===== src/rtl/mux_rr_arbiter_pkg.sv =====
// Shared types for the 4:1 mux round-robin arbiter.
// State encoding, source count, select width, one-hot helper.
package mux_rr_arbiter_pkg;

  localparam int N_SRC = 4;
  localparam int SEL_W = 2;

  typedef enum logic [1:0] {
    ST_IDLE  = 2'b00,
    ST_GRANT = 2'b01,
    ST_GAP   = 2'b10
  } state_e;

  function automatic logic [N_SRC-1:0] onehot(
    input logic [SEL_W-1:0] i
  );
    return N_SRC'(1) << i;
  endfunction

endpackage


===== src/rtl/mux_rr_arbiter_if.sv =====
// Requester/arbiter bundle: req, done in; sel, gnt, busy, timeout out.
// master = requester side, slave = arbiter side.
interface mux_rr_arbiter_if;
  import mux_rr_arbiter_pkg::*;

  logic [N_SRC-1:0] req;
  logic [N_SRC-1:0] done;
  logic [SEL_W-1:0] sel;
  logic [N_SRC-1:0] gnt;
  logic             busy;
  logic             timeout;

  modport master (
    output req,
    output done,
    input  sel,
    input  gnt,
    input  busy,
    input  timeout
  );

  modport slave (
    input  req,
    input  done,
    output sel,
    output gnt,
    output busy,
    output timeout
  );

endinterface


===== src/rtl/mux_rr_arbiter_rr_pick4.sv =====
// Combinational round-robin pick over 4 requesters.
// Ports: i_req, i_last in; o_idx (winner), o_any (any request) out.
module rr_pick4
  import mux_rr_arbiter_pkg::*;
(
  input  logic [N_SRC-1:0] i_req,
  input  logic [SEL_W-1:0] i_last,
  output logic [SEL_W-1:0] o_idx,
  output logic             o_any
);

  logic [SEL_W-1:0] w_j;
  logic             w_hit;

  // Scan starts just after the last owner and wraps.
  always_comb begin
    o_idx = '0;
    w_j   = '0;
    w_hit = 1'b0;
    for (int k = 0; k < N_SRC; k++) begin
      w_j = i_last + SEL_W'(k + 1);
      if (!w_hit && i_req[w_j]) begin
        o_idx = w_j;
        w_hit = 1'b1;
      end
    end
  end

  assign o_any = |i_req;

endmodule


===== src/rtl/mux_rr_arbiter.sv =====
// Round-robin arbiter driving the 4:1 registered mux select.
// Ports: clk, rst_n, bus (slave: req/done in, sel/gnt/busy/timeout out).
module mux_rr_arbiter
  import mux_rr_arbiter_pkg::*;
#(
  parameter int HOLD_CYCLES = 8,
  parameter int CNT_W       = 4
)
(
  input logic             clk,
  input logic             rst_n,
  mux_rr_arbiter_if.slave bus
);

  state_e           r_state;
  logic [CNT_W-1:0] r_cnt;
  logic [SEL_W-1:0] r_sel;
  logic [SEL_W-1:0] r_last;
  logic [N_SRC-1:0] r_gnt;
  logic             r_busy;
  logic             r_timeout;

  logic [SEL_W-1:0] w_idx;
  logic             w_any;
  logic             w_own_done;
  logic             w_own_drop;
  logic             w_expire;
  logic             w_release;

  rr_pick4 u_pick (
    .i_req  (bus.req),
    .i_last (r_last),
    .o_idx  (w_idx),
    .o_any  (w_any)
  );

  assign w_own_done = bus.done[r_sel];
  assign w_own_drop = ~bus.req[r_sel];
  assign w_expire   = (r_cnt == CNT_W'(HOLD_CYCLES - 1));
  assign w_release  = w_own_done | w_own_drop | w_expire;

  always_ff @(posedge clk or negedge rst_n) begin
    if (!rst_n) begin
      r_state   <= ST_IDLE;
      r_cnt     <= '0;
      r_sel     <= '0;
      r_last    <= SEL_W'(N_SRC - 1);
      r_gnt     <= '0;
      r_busy    <= 1'b0;
      r_timeout <= 1'b0;
    end else begin
      r_timeout <= 1'b0;
      unique case (r_state)
        ST_IDLE: begin
          if (w_any) begin
            r_state <= ST_GRANT;
            r_gnt   <= onehot(w_idx);
            r_sel   <= w_idx;
            r_cnt   <= '0;
            r_busy  <= 1'b1;
          end
        end
        ST_GRANT: begin
          if (w_release) begin
            r_state   <= ST_GAP;
            r_gnt     <= '0;
            r_last    <= r_sel;
            // Expiry alone flags a revoke.
            r_timeout <= w_expire & ~w_own_done
                       & ~w_own_drop;
          end else begin
            r_cnt <= r_cnt + CNT_W'(1);
          end
        end
        ST_GAP: begin
          r_state <= ST_IDLE;
          r_busy  <= 1'b0;
        end
        default: begin
          r_state <= ST_IDLE;
          r_gnt   <= '0;
          r_busy  <= 1'b0;
        end
      endcase
    end
  end

  assign bus.sel     = r_sel;
  assign bus.gnt     = r_gnt;
  assign bus.busy    = r_busy;
  assign bus.timeout = r_timeout;

endmodule


===== src/flat_wrapper.sv =====
// flat-port wrapper written by rule: the top's interface ports become plain ports
module mux_rr_arbiter_flat import mux_rr_arbiter_pkg::*;
#(
  parameter int HOLD_CYCLES = 8,
  parameter int CNT_W       = 4
)
  (clk, rst_n, bus_req, bus_done, bus_sel, bus_gnt, bus_busy, bus_timeout);
  mux_rr_arbiter_if bus_i ();
  input logic clk;
  input logic rst_n;
  input wire logic [$bits(bus_i.req)-1:0] bus_req;
  input wire logic [$bits(bus_i.done)-1:0] bus_done;
  output wire logic [$bits(bus_i.sel)-1:0] bus_sel;
  output wire logic [$bits(bus_i.gnt)-1:0] bus_gnt;
  output wire logic [$bits(bus_i.busy)-1:0] bus_busy;
  output wire logic [$bits(bus_i.timeout)-1:0] bus_timeout;
  assign bus_i.req = bus_req;
  assign bus_i.done = bus_done;
  assign bus_sel = bus_i.sel;
  assign bus_gnt = bus_i.gnt;
  assign bus_busy = bus_i.busy;
  assign bus_timeout = bus_i.timeout;
  mux_rr_arbiter #(.HOLD_CYCLES(HOLD_CYCLES), .CNT_W(CNT_W)) u_core (.clk(clk), .rst_n(rst_n), .bus(bus_i));
endmodule

===== config.mk =====
export PLATFORM = sky130hd
export DESIGN_NAME = mux_rr_arbiter_flat
export DESIGN_NICKNAME = d
export VERILOG_FILES = /design/src/rtl/mux_rr_arbiter_pkg.sv /design/src/rtl/mux_rr_arbiter_if.sv /design/src/rtl/mux_rr_arbiter_rr_pick4.sv /design/src/rtl/mux_rr_arbiter.sv /design/src/flat_wrapper.sv
export SDC_FILE = /design/constraint.sdc
export NUM_CORES = 1
export LEC_CHECK = 0
export CAP_MARGIN = 10
export CORE_AREA = 2 2 43 45
export DETAILED_ROUTE_END_ITERATION = 7
export DIE_AREA = 0 0 45 47
export GPL_ROUTABILITY_DRIVEN = 0
export GPL_TIMING_DRIVEN = 0
export PLACE_DENSITY = 0.83
export SYNTH_ARGS = -nofsm -noshare
export SYNTH_HDL_FRONTEND = slang
export SYNTH_SLANG_ARGS = --single-unit

===== constraint.sdc =====
create_clock -name clk -period 5 [get_ports clk]
set_input_delay 0.5 -clock clk [delete_from_list [all_inputs] [get_ports clk]]
set_output_delay 0.5 -clock clk [all_outputs]
set_load 0.02 [all_outputs]

==> Yosys cells after proc, flatten, opt, wreduce, memory -nomap -nowiden <==
Index checks and enable logic that the tools add are counted.
{ "op_classes": {"add_sub_neg": 4, "order_cmp": 5, "n_eq_ne": 6, "shifts": 1, "mux": 32, "bitwise_logic": 8, "n_reduce_logical": 15} }
{ "op_table": {"columns": ["op", "count"], "rows": [
  ["$mux 4", 4],
  ["$lt 2x3->1 const B", 5],
  ["$bmux 1 s2", 6],
  ["$mux 1", 12],
  ["$mux 2", 6],
  ["$pmux 4 s3", 1],
  ["$pmux 4 s2", 1],
  ["$reduce_and 2->1", 4],
  ["$reduce_and 3->1", 2],
  ["$add 2x2->2 const B", 2],
  ["$add 4x1->4 const B", 1],
  ["$eq 4x3->1 const B", 1],
  ["$ne 2x2->1 const B", 2],
  ["$not 1->1", 4],
  ["$pmux 2 s2", 1],
  ["$reduce_or 4->1", 1],
  ["$shl 1x2->4 const A", 1],
  ["$logic_and 1x1->1", 3],
  ["$logic_not 1->1", 3],
  ["$add 2x1->2 const B", 1],
  ["$and 1x1->1", 2],
  ["$eq 2x1->1 const B", 1],
  ["$eq 2x2->1 const B", 1],
  ["$logic_not 2->1", 1],
  ["other kinds (4)", 5]
]} }
{ "word_totals": {"regBits": 16, "input_bits": 10, "elab_cells": 78} }

==> Longest topological paths before layout <==
{ "depth": {"word_depth": 16, "depth_mapped": 5, "depth_no_buf": 5} }

==> Modules after synthesis <==
From an unflattened synthesis, not the netlist that was laid out.
{ "hier_totals": {"hier_cells": 84, "area_unflattened_um2": 875.8} }
{ "modules_own_cells": {"columns": ["mod", "n_inst", "cells_each", "area_per_inst_um2", "seq_area_each_um2"], "rows": [
  ["mux_rr_arbiter", 1, 70, 794.5, 402.9],
  ["rr_pick4", 1, 14, 81.3, 0.0]
]} }

==> Worst setup path before layout <==
OpenSTA, ideal clock, no wires.
{ "synth_timing": {"path_type": "in2reg", "from": "input bus_done[3]", "to": "register u_core.r_cnt[3]", "arrival_ps": 1797, "t_required_ps": 4922, "path_slack_ps": 3124, "cell_stages": 4, "n_path_buf": 0, "cell_sequence": "nand2b_1 -> mux4_2 -> or4_1 -> a21oi_1"} }
{ "synth_via": {"elab_chain_len": 6} }
{ "synth_rtl": {"columns": ["element", "line", "source"], "rows": [
  ["start: declaration", "flat_wrapper.sv:12", "input wire logic [$bits(bus_i.done)-1:0] bus_done;"],
  ["$bmux 1 s2", "mux_rr_arbiter.sv:37", "assign w_own_done = bus.done[r_sel];"],
  ["$mux 1 (implied by the code)", "mux_rr_arbiter.sv:37", null],
  ["$or 1x1->1 (2 in a row)", "mux_rr_arbiter.sv:40", "assign w_release = w_own_done | w_own_drop | w_expire;"],
  ["$ne 2x2->1 (no line)", null, null],
  ["$reduce_and 3->1 (no line)", null, null],
  ["end signal: assignment", "mux_rr_arbiter.sv:72", "r_cnt <= r_cnt + CNT_W'(1);"],
  ["end: declaration", "mux_rr_arbiter.sv:16", "logic [CNT_W-1:0] r_cnt;"]
]} }
Every way passes these cells. The select of a mux whose other input is x is not followed.
A chain may end at the register's enable or synchronous reset.

==> Worst setup path in the final report <==
{ "layout_timing": {"from": "input bus_req[3]", "to": "register u_core.r_cnt[3]"} }
{ "layout_via": {"elab_chain_len": 7, "elab_cells_between_ends": 9, "cone_classes": "eq/ne: 2; mux: 2; bitwise: 3; reduce/logical: 2"} }
{ "layout_rtl": {"columns": ["element", "line", "source"], "rows": [
  ["start: declaration", "flat_wrapper.sv:11", "input wire logic [$bits(bus_i.req)-1:0] bus_req;"],
  ["$bmux 1 s2", "mux_rr_arbiter.sv:38", "assign w_own_drop = ~bus.req[r_sel];"],
  ["$mux 1 (implied by the code)", "mux_rr_arbiter.sv:38", null],
  ["$not 1->1", "mux_rr_arbiter.sv:38", null],
  ["$or 1x1->1 (2 in a row)", "mux_rr_arbiter.sv:40", null],
  ["$ne 2x2->1 (no line)", null, null],
  ["$reduce_and 3->1 (no line) (*)", null, null]
]} }
Mark *: on every way between the ends. The rest lies on a longest branch, timed or not. The select of a mux whose other input is x is not followed.

==> Flow_metrics.wiki <==
{| class="wikitable"
! Metric !! Value
|-
| Area of the die || between 0.002 and 0.0025 mm²
|-
| Worst-path cell with the longest stage delay || clkdlybuf4s50_1
|-
| Vertical die dimension || 47 µm
|-
| Dpl hpwl || 1230 µm
|-
| Pin count of the biggest net entering global routing || 17
|-
| Number of setup violations in the final report || 0
|-
| Smallest hold slack || between 0.4 and 0.5 ns
|-
| Cells after DPL || 111
|-
| LEAKAGE || 0.422 nW
|-
| Number of detailed-routing iterations run before antenna repair || 4
|-
| Number of distinct library cells after synthesis || 32
|-
| Crit path max fanout || 10
|-
| Crit share post-route || 44.1%
|-
| Area added between synthesis and finish || 26.7%
|-
| Die X || 45 µm
|-
| Worst Tran Pin Value || 0.701 ns
|-
| Number of sinks handled by clock tree synthesis || 16
|-
| Share of the synthesized netlist area taken by xor and xnor gates || 0%
|-
| Routed via count || a little under 700
|-
| MaxCap Viol Count || 0
|-
| Ratio of routed vias to standard cells || 5.99
|-
| CTS tree || built
|-
| Total grt overflow || 0
|-
| Antenna diode count || 0
|-
| Flip-flop and latch count after synthesis || 16
|-
| Hold buffer count at cts || 0
|-
| Root buffer cell || clkbuf_4
|-
| Final hold violation count || 0
|-
| Adder-cell area share of the yosys netlist || 1.54%
|-
| Type of the worst min-delay path || reg2reg
|-
| Synth Area in Compound Gates || a little over a fifth
|-
| Sequential area share after synthesis || 49.5%
|-
| Number of antenna violations at the first check in global routing || 0
|-
| Total routing usage reported by global routing || between 15 and 20%
|-
| Number of nets with antenna violations after detailed routing || 0
|-
| Data required time of the critical path || 5.21 ns
|-
| Count of yosys warnings during synthesis || 0
|-
| DRC violations left || 0
|-
| Post-synthesis simple-gate area fraction || 17.2%
|-
| Post-CTS clock slew at the launch and capture registers of the worst setup and hold paths || 0.09 ns
|-
| Worst clock skew || ~0.0091 ns
|-
| Cts repair resizes || 0
|-
| Total wirelength of the detailed-routed design || 1640 µm
|-
| Final critical path time including I/O delays and setup || 2.21 ns
|-
| Peak per-stage delay on the critical path || 0.58 ns
|-
| Dominant delay contributor by cell family on the critical path || simple AND/OR/NAND/NOR gates
|-
| First-pass GRT wire length || 2630 µm
|-
| Core Footprint || about 0.0017 mm²
|-
| Vias in the first global route || 600
|-
| Initial Util || 49.3%
|-
| Share of final-layout standard cells stronger than drive strength 1 || 9.18%
|-
| Final Instance Count excl. Fillers || 115
|-
| Final sum of negative setup slack || 0 ns
|-
| Final net count || 110
|-
| Clock buffer count from CTS || 3
|-
| Sort of element at the start of the critical path || input pin
|-
| Number of filler instances in the final layout || 143
|-
| Average routed wire per standard cell || 14.2 µm
|-
| Mapped Cells || 77
|-
| Critical Path Sink Type || register
|-
| Power density over cell area || 544 mW/mm²
|-
| Setup fix buffers added after clock tree synthesis || 0
|-
| Slew HR || 53.1%
|-
| Kind of critical path || in2reg
|-
| Area used by multi-input combinational logic || a little under 400 µm²
|-
| Worst-case vdd ir drop || 0.000315 V
|-
| RSZ-0062 raised after global routing || false
|-
| Peak clock frequency supported by timing || 453 MHz
|-
| Seq. cell area || between 400 and 500 µm²
|-
| Max-slew violation total from the final report || 0
|-
| Largest family of logic cells by synthesized area || compound AO/OA/AOI/OAI gates
|-
| Starting DRC count in detailed routing || 21
|-
| Multiplexer fraction of the synthesized cell area || under 10%
|-
| Worst-Skew Late Latency || 0.28 ns
|-
| Average cell area after synthesis || between 10 and 15 µm²
|-
| Site row count || 15
|-
| # port buffers || 17
|-
| Crit path buffers/inverters || 1
|-
| Overall power of the completed layout || 562 µW
|-
| Synth Cell Area || 815 µm²
|-
| Outcome || finished, final reports clean
|-
| Data arrival time of the worst path || between 2 and 2.5 ns
|-
| Number of I/O pins || 18
|-
| Post-synth net total || 88
|-
| H-tree levels || 1
|-
| Clock tree buffer depth || 2
|-
| Cells along the critical path || clkdlybuf4s50_1 -> nand2b_1 -> mux4_2 -> or4_1 -> a21oi_1
|}
worst register-to-register path, stage by stage, from the launching register on:
cell and delay, ns:
dfrtp_1 0.42, mux4_2 0.62, or4_1 0.54, a21oi_1 0.15
flip-flops by register name (all words and copies together), names as in the netlist:
name,count
u_core.bus.gnt,4
u_core.r_last,2
u_core.r_state,2
u_core.bus.timeout,1
u_core.bus.sel,2
u_core.r_cnt,4
u_core.bus.busy,1
worst paths after layout:
path                                          startpoint                             to  slack [ns]  cells past startpoint
min in group asynchronous                          rst_n    u_core.r_cnt[0]$_DFFE_PN0P_        0.63                      1
max in group asynchronous                          rst_n  u_core.r_state[1]$_DFFE_PN0P_        3.92                      1
hold / removal             u_core.bus.gnt[3]$_DFFE_PN0P_  u_core.bus.gnt[3]$_DFFE_PN0P_        0.50                      1
setup / recovery                              bus_req[3]    u_core.r_cnt[3]$_DFFE_PN0P_        2.79                      5
setup reg to reg           u_core.bus.sel[0]$_DFFE_PN0P_    u_core.r_cnt[3]$_DFFE_PN0P_        3.21                      3
hold reg to reg            u_core.bus.gnt[3]$_DFFE_PN0P_  u_core.bus.gnt[3]$_DFFE_PN0P_        0.50                      1
stage by stage:
step	util, %	instance area, µm²	setup slack, ns
after floorplan	-	815	3.12
after global placement	60.9	1010	2.53
after detailed placement	60.9	1010	2.52
after CTS	62.5	1030	2.82
after global routing	62.5	1030	2.72
final	62.5	1030	2.79
Yosys cell counts, drive strengths merged:
library cell	n	area, µm²
o21ba	1	10.0
nor4	1	6.26
ha	1	12.5
a211o	1	8.76
o311ai	1	8.76
mux2i	2	20.0
or3	2	12.5
nor2	2	7.51
nand2b	7	43.8
o21ai	8	40.0
nand3	1	5.00
o31ai	1	7.51
o211ai	1	7.51
mux4	1	22.5
o221a	1	11.3
nor2b	1	6.26
nand3b	2	15.0
mux2	2	22.5
o22ai	1	6.26
o221ai	1	8.76
inv	4	15.0
dfrtp	14	350
a21oi	3	15.0
dfstp	2	52.6
a32o	4	40.0
clkbuf	2	7.51
a211oi	1	7.51
nor3	2	10.0
nor3b	1	7.51
or4	1	7.51
nand2	5	18.8
cells by family (layout without fill, tap and decap cells):
group	Yosys count	in the layout
buf+inv	6	27
flops	16	16
compound gates	24	24
fa+ha+maj	1	1
mux	5	5
simple gates	25	25
final cells by class:
class,instances,share of cell area (%)
flip-flops and latches,16,39.0
multi-input cells,55,37.7
repair buffers,17,16.5
clock buffers,4,2.55
well taps,17,2.06
inverters,4,1.45
plain buffers,2,0.727
cells in the final DEF, fill, tap and decap left out, types with 2 or more instances in the layout:
| cell | count |
|---|---|
| nor3_1 | 2 |
| clkdlybuf4s50_1 | 17 |
| dfrtp_1 | 14 |
| a21oi_1 | 3 |
| clkbuf_4 | 3 |
| nor2_1 | 2 |
| mux2i_1 | 2 |
| a32o_1 | 4 |
| clkbuf_1 | 3 |
| or3_1 | 2 |
| nand2b_1 | 7 |
| nand2_1 | 5 |
| nand3b_1 | 2 |
| o21ai_0 | 8 |
| dfstp_2 | 2 |
| inv_1 | 4 |
report_power, final:
group	internal [mW]	leakage, nW	switching [mW]
Sequential	0.184	0.204	0.0410
Combinational	0.127	0.203	0.141
Clock	0.0309	0.0150	0.0382
routing by layer:
layer	wire length (µm)	global-route usage [%]
met2	816	28.9
met5	0	0
met1	739	22.5
met4	10	7.06
met3	71	3.46
No activity file was read; power rests on OpenSTA's default activity.
